## config.mk

```make
export PLATFORM = sky130hd
export DESIGN_NAME = hazard_ctrl
export DESIGN_NICKNAME = d
export VERILOG_FILES = /design/src/rtl/hazard_ctrl.sv
export SDC_FILE = /design/constraint.sdc
export NUM_CORES = 1
export LEC_CHECK = 0
export ABC_CLOCK_PERIOD_IN_PS = 1800
export CORE_MARGIN = 2
export CORE_UTILIZATION = 44
export CTS_CLUSTER_DIAMETER = 80
export DETAILED_ROUTE_END_ITERATION = 10
export HOLD_SLACK_MARGIN = 0.1
export PLACE_DENSITY = 0.75
export SYNTH_ARGS = -nofsm -noshare
export SYNTH_HDL_FRONTEND = slang
export SYNTH_SLANG_ARGS = --single-unit
```

## constraint.sdc

```tcl
create_clock -name clk -period 1.8 [get_ports clk]
set_clock_uncertainty 0.2 [all_clocks]
set_input_delay 0.36 -clock clk [delete_from_list [all_inputs] [get_ports clk]]
set_output_delay 0.36 -clock clk [all_outputs]
set_load 0.05 [all_outputs]
```

## src/rtl/hazard_ctrl.sv

```systemverilog
// hazard_ctrl -- pipeline hazard controller (load-use bubble, mispredict
// flush, data-memory wait) for a classic five-stage pipeline.
//
// Ports:
//   clk, rst              clock; synchronous active-high reset
//   id_rs1, id_rs2        source registers of the decode-stage instruction
//   ex_rd                 destination register of the execute-stage instruction
//   ex_mem_read           execute-stage instruction is a load
//   branch_mispredict     one-cycle EX redirect pulse
//   mem_busy              data memory not ready (level)
//   stall_if/id/ex        hold PC, IF/ID, ID/EX
//   flush_id/ex           squash IF/ID, ID/EX to NOP
//   mem_timeout           sticky: MEM_WAIT lasted MEM_TIMEOUT cycles
//   state_o               RUN=0, FLUSH=1, MEM_WAIT=2
//
// Optional build macro HAZARD_PERF_EN adds saturating performance counters
// stall_cycles (cycles with stall_if=1) and flush_events (entries into FLUSH).
module hazard_ctrl #(
  parameter int unsigned REG_ADDR_W   = 5,
  parameter int unsigned FLUSH_CYCLES = 1,
  parameter int unsigned MEM_TIMEOUT  = 255
) (
  input  logic                  clk,
  input  logic                  rst,
  input  logic [REG_ADDR_W-1:0] id_rs1,
  input  logic [REG_ADDR_W-1:0] id_rs2,
  input  logic [REG_ADDR_W-1:0] ex_rd,
  input  logic                  ex_mem_read,
  input  logic                  branch_mispredict,
  input  logic                  mem_busy,
  output logic                  stall_if,
  output logic                  stall_id,
  output logic                  stall_ex,
  output logic                  flush_id,
  output logic                  flush_ex,
  output logic                  mem_timeout,
`ifdef HAZARD_PERF_EN
  output logic [31:0]           stall_cycles,
  output logic [15:0]           flush_events,
`endif
  output logic [1:0]            state_o
);

  typedef enum logic [1:0] {
    RUN      = 2'd0,
    FLUSH    = 2'd1,
    MEM_WAIT = 2'd2
  } state_t;

  localparam logic [2:0] FLUSH_LOAD  = 3'(FLUSH_CYCLES);
  localparam logic [7:0] TIMEOUT_CNT = 8'(MEM_TIMEOUT);

  state_t     state, state_nx;
  logic [7:0] wait_cnt, wait_cnt_nx;
  logic [2:0] flush_cnt, flush_cnt_nx;
  logic       pending_flush, pending_flush_nx;
  logic       timeout_hit;
  logic       load_use;
  logic       s_if, s_id, s_ex, f_id, f_ex;

  assign load_use = ex_mem_read && (ex_rd != '0) &&
                    ((ex_rd == id_rs1) || (ex_rd == id_rs2));

  always_ff @(posedge clk) begin
    if (rst) begin
      state         <= RUN;
      wait_cnt      <= '0;
      flush_cnt     <= '0;
      pending_flush <= 1'b0;
      mem_timeout   <= 1'b0;
    end else begin
      state         <= state_nx;
      wait_cnt      <= wait_cnt_nx;
      flush_cnt     <= flush_cnt_nx;
      pending_flush <= pending_flush_nx;
      if (timeout_hit) mem_timeout <= 1'b1;
    end
  end

  always_comb begin
    state_nx         = state;
    wait_cnt_nx      = wait_cnt;
    flush_cnt_nx     = flush_cnt;
    pending_flush_nx = pending_flush;
    timeout_hit      = 1'b0;
    s_if = 1'b0; s_id = 1'b0; s_ex = 1'b0;
    f_id = 1'b0; f_ex = 1'b0;
    case (state)
      RUN: begin
        if (mem_busy) begin
          s_if = 1'b1; s_id = 1'b1; s_ex = 1'b1;
          state_nx    = MEM_WAIT;
          wait_cnt_nx = 8'd1;
          if (branch_mispredict) pending_flush_nx = 1'b1;
        end else if (branch_mispredict) begin
          f_id = 1'b1; f_ex = 1'b1;
          state_nx     = FLUSH;
          flush_cnt_nx = FLUSH_LOAD;
        end else if (load_use) begin
          s_if = 1'b1; s_id = 1'b1; f_ex = 1'b1;
        end
      end
      FLUSH: begin
        f_id = 1'b1; f_ex = 1'b1;
        if (mem_busy) begin
          // Flush work is owed only if cycles remain after this one, or a
          // fresh redirect arrived in this same cycle.
          state_nx         = MEM_WAIT;
          wait_cnt_nx      = 8'd1;
          pending_flush_nx = branch_mispredict || (flush_cnt > 3'd1);
        end else if (branch_mispredict) begin
          flush_cnt_nx = FLUSH_LOAD;
        end else begin
          flush_cnt_nx = (flush_cnt != '0) ? flush_cnt - 3'd1 : '0;
          if (flush_cnt <= 3'd1) state_nx = RUN;
        end
      end
      MEM_WAIT: begin
        if (mem_busy) begin
          s_if = 1'b1; s_id = 1'b1; s_ex = 1'b1;
          timeout_hit = (wait_cnt == TIMEOUT_CNT);
          if (wait_cnt != 8'hFF) wait_cnt_nx = wait_cnt + 8'd1;
          if (branch_mispredict) pending_flush_nx = 1'b1;
        end else begin
          pending_flush_nx = 1'b0;
          if (pending_flush || branch_mispredict) begin
            state_nx     = FLUSH;
            flush_cnt_nx = FLUSH_LOAD;
          end else begin
            state_nx = RUN;
          end
        end
      end
      default: state_nx = RUN;
    endcase
  end

  always_comb begin
    stall_if = s_if & ~rst;
    stall_id = s_id & ~rst;
    stall_ex = s_ex & ~rst;
    flush_id = f_id & ~rst;
    flush_ex = f_ex & ~rst;
  end

  assign state_o = state;

`ifdef HAZARD_PERF_EN
  always_ff @(posedge clk) begin
    if (rst) begin
      stall_cycles <= '0;
      flush_events <= '0;
    end else begin
      if (stall_if && (stall_cycles != '1)) stall_cycles <= stall_cycles + 32'd1;
      if ((state_nx == FLUSH) && (state != FLUSH) && (flush_events != '1))
        flush_events <= flush_events + 16'd1;
    end
  end
`endif

endmodule

```

; Yosys cells after proc, flatten, opt, wreduce, memory -nomap -nowiden
; Cells that the tools add are included.
; W data, S select, Z words.
[totals]
register_bits = 15
input_bits = 20
output_inout_bits = 8
elab_cells = 88
[op_classes]
n_addsub = 2
order_cmp = 2
n_eq_ne = 19
n_mux = 39
bitwise_logic = 5
reduce_logical = 16
[ops]
columns = cell, count
row1 = $mux W8, 3
row2 = $mux W3, 7
row3 = $ne A2 B2 Y1 const B, 9
row4 = $mux W1, 16
row5 = $pmux W8 S2, 1
row6 = $mux W2, 6
row7 = $eq A5 B5 Y1, 2
row8 = $ne A3 B3 Y1 const B, 3
row9 = $pmux W3 S3, 1
row10 = $add A8 B1 Y8 const B, 1
row11 = $eq A8 B8 Y1 const B, 1
row12 = $ne A8 B8 Y1 const B, 1
row13 = $reduce_and A4 Y1, 2
row14 = $pmux W1 S2, 3
row15 = $pmux W2 S3, 1
row16 = $reduce_and A6 Y1, 1
row17 = $reduce_bool A3 Y1, 2
row18 = $reduce_bool A5 Y1, 1
row19 = $and A1 B1 Y1, 4
row20 = $reduce_or A2 Y1, 2
row21 = $gt A3 B1 Y1 const B, 1
row22 = $le A3 B1 Y1 const B, 1
row23 = $logic_or A1 B1 Y1, 3
row24 = $pmux W1 S3, 1
row25 = 9 further kinds, 10

; Logic depth before layout (Yosys ltp)
[logic_depth]
word_depth = 8
ltp_mapped = 7
ltp_nobuf = 6

; Worst setup path after synthesis
; No wires, ideal clock.
[synth_timing]
path_kind = register to output
start = reg state[1], in the netlist state_o[1]
end = out stall_if
arrival_ps = 2433
required_ps = 1240
path_slack_ps = -1193
path_stages_with_launch = 6
path_buffers = 2
path_cell_list = dfxtp_1 ha_1 buf_2 nor2_1 o22ai_1 buf_4
[synth_between]
elab_chain_len = 3
elab_cells_between_ends = 4
cone_classes = eq/ne: 1 / mux: 1 / bitwise: 1 / reduce/logical: 1
[synth_lines]
columns = item, line_no
row1 = from (decl), 53  ; state_t state, state_nx;
row2 = from (signal assigned), 72  ; state <= state_nx;
row3 = $eq A2 B2 Y1 / $logic_not A2 Y1 (equally long branches), -
row4 = $pmux W1 S2 *, -
row5 = $and A1 B1 Y1 *, -
row6 = to (decl), 31  ; output logic stall_if,
; Mark *: on every way between the ends. The rest lies on a longest branch, timed or not.

; Worst setup path after layout
[layout_timing]
start = in id_rs2[1]
end = out stall_if
[layout_between]
elab_chain_len = 8
[layout_lines]
columns = item, line_no
row1 = from (decl), 26  ; input logic [REG_ADDR_W-1:0] id_rs2,
row2 = $eq A5 B5 Y1, 62  ; ((ex_rd == id_rs1) || (ex_rd == id_rs2));
row3 = $logic_or A1 B1 Y1, 62
row4 = $logic_and A1 B1 Y1, 61  ; assign load_use = ex_mem_read && (ex_rd != '0) &&
row5 = $mux W1, 99  ; end else if (load_use) begin
row6 = $mux W1, 95  ; end else if (branch_mispredict) begin
row7 = $mux W1, 90  ; if (mem_busy) begin
row8 = $pmux W1 S2, 88  ; case (state)
row9 = $and A1 B1 Y1, 139  ; stall_if = s_if & ~rst;
; Every way passes these cells.

==> results by group <==
GRT
  – Antenna violations before repair: 0
  – GRT Total Usage: 0.230
  – Total gr overflow: 0
  – Vias in the first global route: 1305
  – Largest net degree at the start of global routing: 14
  – First-pass GRT wire length: 5850 um

Clock tree
  – Latest clock arrival within the worst-skew pair: 300 ps
  – Clk sinks: 15
  – CTS tree: done
  – Worst-path clk slew: 110 ps
  – H-tree level count: 1
  – Cts bufs inserted: 3
  – Clock root buffer: clkbuf_4
  – # hold bufs at CTS: 0
  – CTS max path bufs: 2

STA
  – Relative slew slack: 0.766
  – Worst hold slack: 297 ps
  – Final hold violation count: 0
  – Final setup vio count: 7
  – Max Fclk: 480 MHz
  – Slew @ Worst Pin: 349 ps
  – Period utilization: 1.16
  – RSZ-0062 raised after global routing: true
  – Setup ws final: -282 ps
  – Final Max Tran Viols: 0
  – Period minus WS final: 2080 ps

Critical path
  – Worst Path Required: 1240 ps
  – CP Data Arrival Time: 1520 ps
  – Worst-path cell chain: dlygate4sd2_1 -> xor2_1 -> nor2_1 -> a22oi_2 -> o22ai_4 -> buf_12
  – Critical Path Source Type: input port
  – Worst-path fanout max: 2
  – Critical path type: in2out
  – Worst setup EP type: output pin
  – Cell family with most CP delay: compound AO/OA/AOI/OAI gates
  – CP max stage delay: 330 ps
  – Worst path bufs/invs: 2
  – Crit path max-delay cell type: a22oi_2

Power and ir drop
  – Flop pwr share: 0.308
  – Largest vdd supply drop: 0.560 mV
  – Leak: 0.740 nW
  – Combinational Power Share: 0.520
  – Power, Total: 1.23 mW
  – Pwr per Cell Area: 643 nW/um2
  – NetSw: 0.479 mW
  – Clock power frac: 0.172
  – Int Pwr: 0.747 mW
  – Sw Ratio: 0.391

Die
  – Die Width: 56.0 um
  – Io pins: 28
  – Die Y: 56.0 um
  – Floorplan Core Area: 2520 um2
  – Starting Density: 0.471
  – Num rows: 18
  – Total die area: 3130 um2

Layout
  – Layout cell share with drive strength beyond 1: 0.416
  – N_diodes: 0
  – Fill count: 170
  – Fin nets: 225
  – Area grow syn2layout: 60.6%

Detailed routing
  – DRT iter0 DRCs: 38
  – Vias: 1312
  – Post-DR wirelength/cell: 15.7 um
  – Detailed Route WL: 3570 um
  – First-pass DRT Iterations: 4
  – Routed Antenna Nets: 0
  – Drt drc: 0
  – Vias per cell: 5.78

Synth
  – Primary FF master, synth: dfxtp_1
  – Post-synth EDFFs: 0
  – Syn_nets: 175
  – Mapped Area: 1190 um2
  – Async set-reset flop share out of synthesis: 0
  – Netlist cell types: 44
  – Syn avg cell area: 8.03 um2
  – Synth area leader: dfxtp_1
  – Synth top cells by count: 15 x dfxtp_1, 13 x nor2_1, 12 x a21oi_1, 10 x xor2_1, 8 x nor3_1
  – Mapped Cells: 148
  – Post-synth top area share: 0.253
  – Synthesis-stage register bit count: 15
  – Syn. warnings: 0
  – Synth area leaders: dfxtp_1 25%, ha_1 7.4%, xor2_1 7.4%
  – Count leader, synth: dfxtp_1
  – Sequential element share of the synthesized area: 0.253

Job
  – Maxcap violations: 0

Outcome
  – Status: complete, but fails checks
  – Failing checks: negative setup slack

Placed design
  – HPWL Detailed: 2570 um
  – Worst slack, placed: -700 ps
  – Gp weighted congestion: 0.934
  – I/O Buffers: 27

Worst hold path
  – Tightest Hold Check Type: reg2reg
[what timing repair did]
item | 4_1_cts | 5_1_grt
gates resized for setup | 49 | 15
setup endpoints to repair | 15 | 15
pin swaps | 11 | 5
hold endpoints to repair | 0 | 0
buffers inserted | 1 | 0
[power groups by stage]
stage / clock (mW) / combinational, mW / sequential [mW]
5_1_grt: 0.224 / 0.679 / 0.381
3_3_place_gp: 0 / 0.591 / 0.381
4_1_cts: 0.210 / 0.620 / 0.376
6_report: 0.211 / 0.638 / 0.378
3_5_place_dp: 0 / 0.602 / 0.382
2_1_floorplan: 0 / 0.320 / 0.406
[through the flow]
stage               area (um2)  instances  utilization  setup TNS [ps]
floorplan                 1270        148            -            -730
global placement          1790        222        0.711           -6260
detailed placement        1790        222        0.711           -6690
CTS                       1870        227        0.740            -966
global route              1910        227        0.757           -1690
finish                    1910        227        0.757           -1140
[state kept, by name, indices dropped and copies added, names as in the netlist]
name	flops
wait_cnt	8
flush_cnt	3
state_o	2
mem_timeout	1
pending_flush	1
[area by class of cell]
cell class / instances / area (um2) / share of cell area
tap: 30 / 37.5 / 0.0197
inverter: 5 / 23.8 / 0.0125
multi-input combinational: 123 / 1020 / 0.532
clock inverter: 1 / 5.00 / 0.00262
sequential: 15 / 313 / 0.164
timing repair buffer: 50 / 492 / 0.258
clock buffer: 3 / 22.5 / 0.0118
[worst register-to-register path, stage by stage (launching register included)]
cell     delay, ps
dfxtp_4        380
buf_4          150
and2b_4        310
nor2_2          50
or4_1          530
a21oi_1        200
[routing by layer]
metal / up-vias / part of all wire / track usage
li1: 647 / - / -
met1: 622 / 0.43 / 0.302
met2: 33 / 0.51 / 0.387
met3: 10 / 0.037 / 0.0442
met4: 0 / 0.025 / 0.0578
met5: - / 0 / 0
[worst paths after layout]
check              start          end  slack, ps  cells past startpoint
max reg2reg   state_o[1]  wait_cnt[3]        -80                      5
min reg2reg  wait_cnt[0]  wait_cnt[0]        300                      1
max            id_rs2[1]     stall_if       -280                      6
min          wait_cnt[0]  wait_cnt[0]        300                      1
[layout by cell type, fill, tap and decap left out, types with 4 or more instances in the layout]
cell,n
nor3_1,6
nor2_1,10
dfxtp_1,11
dlygate4sd2_1,7
nand3b_1,4
clkdlybuf4s15_1,4
o21ai_0,4
buf_4,23
nand2b_1,4
xor2_1,9
a21oi_1,11
ha_1,4
nand2_1,6
buf_12,8
mux2i_1,4
[cell families (layout without fill, tap and decap cells)]
group | count (synthesis) | in the layout | share of synthesized area
multiplexers | 4 | 4 | 0.0337
adder cells (fa/ha/maj) | 7 | 7 | 0.0737
buffers and inverters | 10 | 59 | 0.0368
flip-flops | 15 | 15 | 0.253
XOR/XNOR | 10 | 10 | 0.0737
AND/OR/NAND/NOR | 62 | 62 | 0.300
AO/OA/AOI/OAI | 40 | 40 | 0.229
Note: power is estimated with default switching activity, not from simulation.
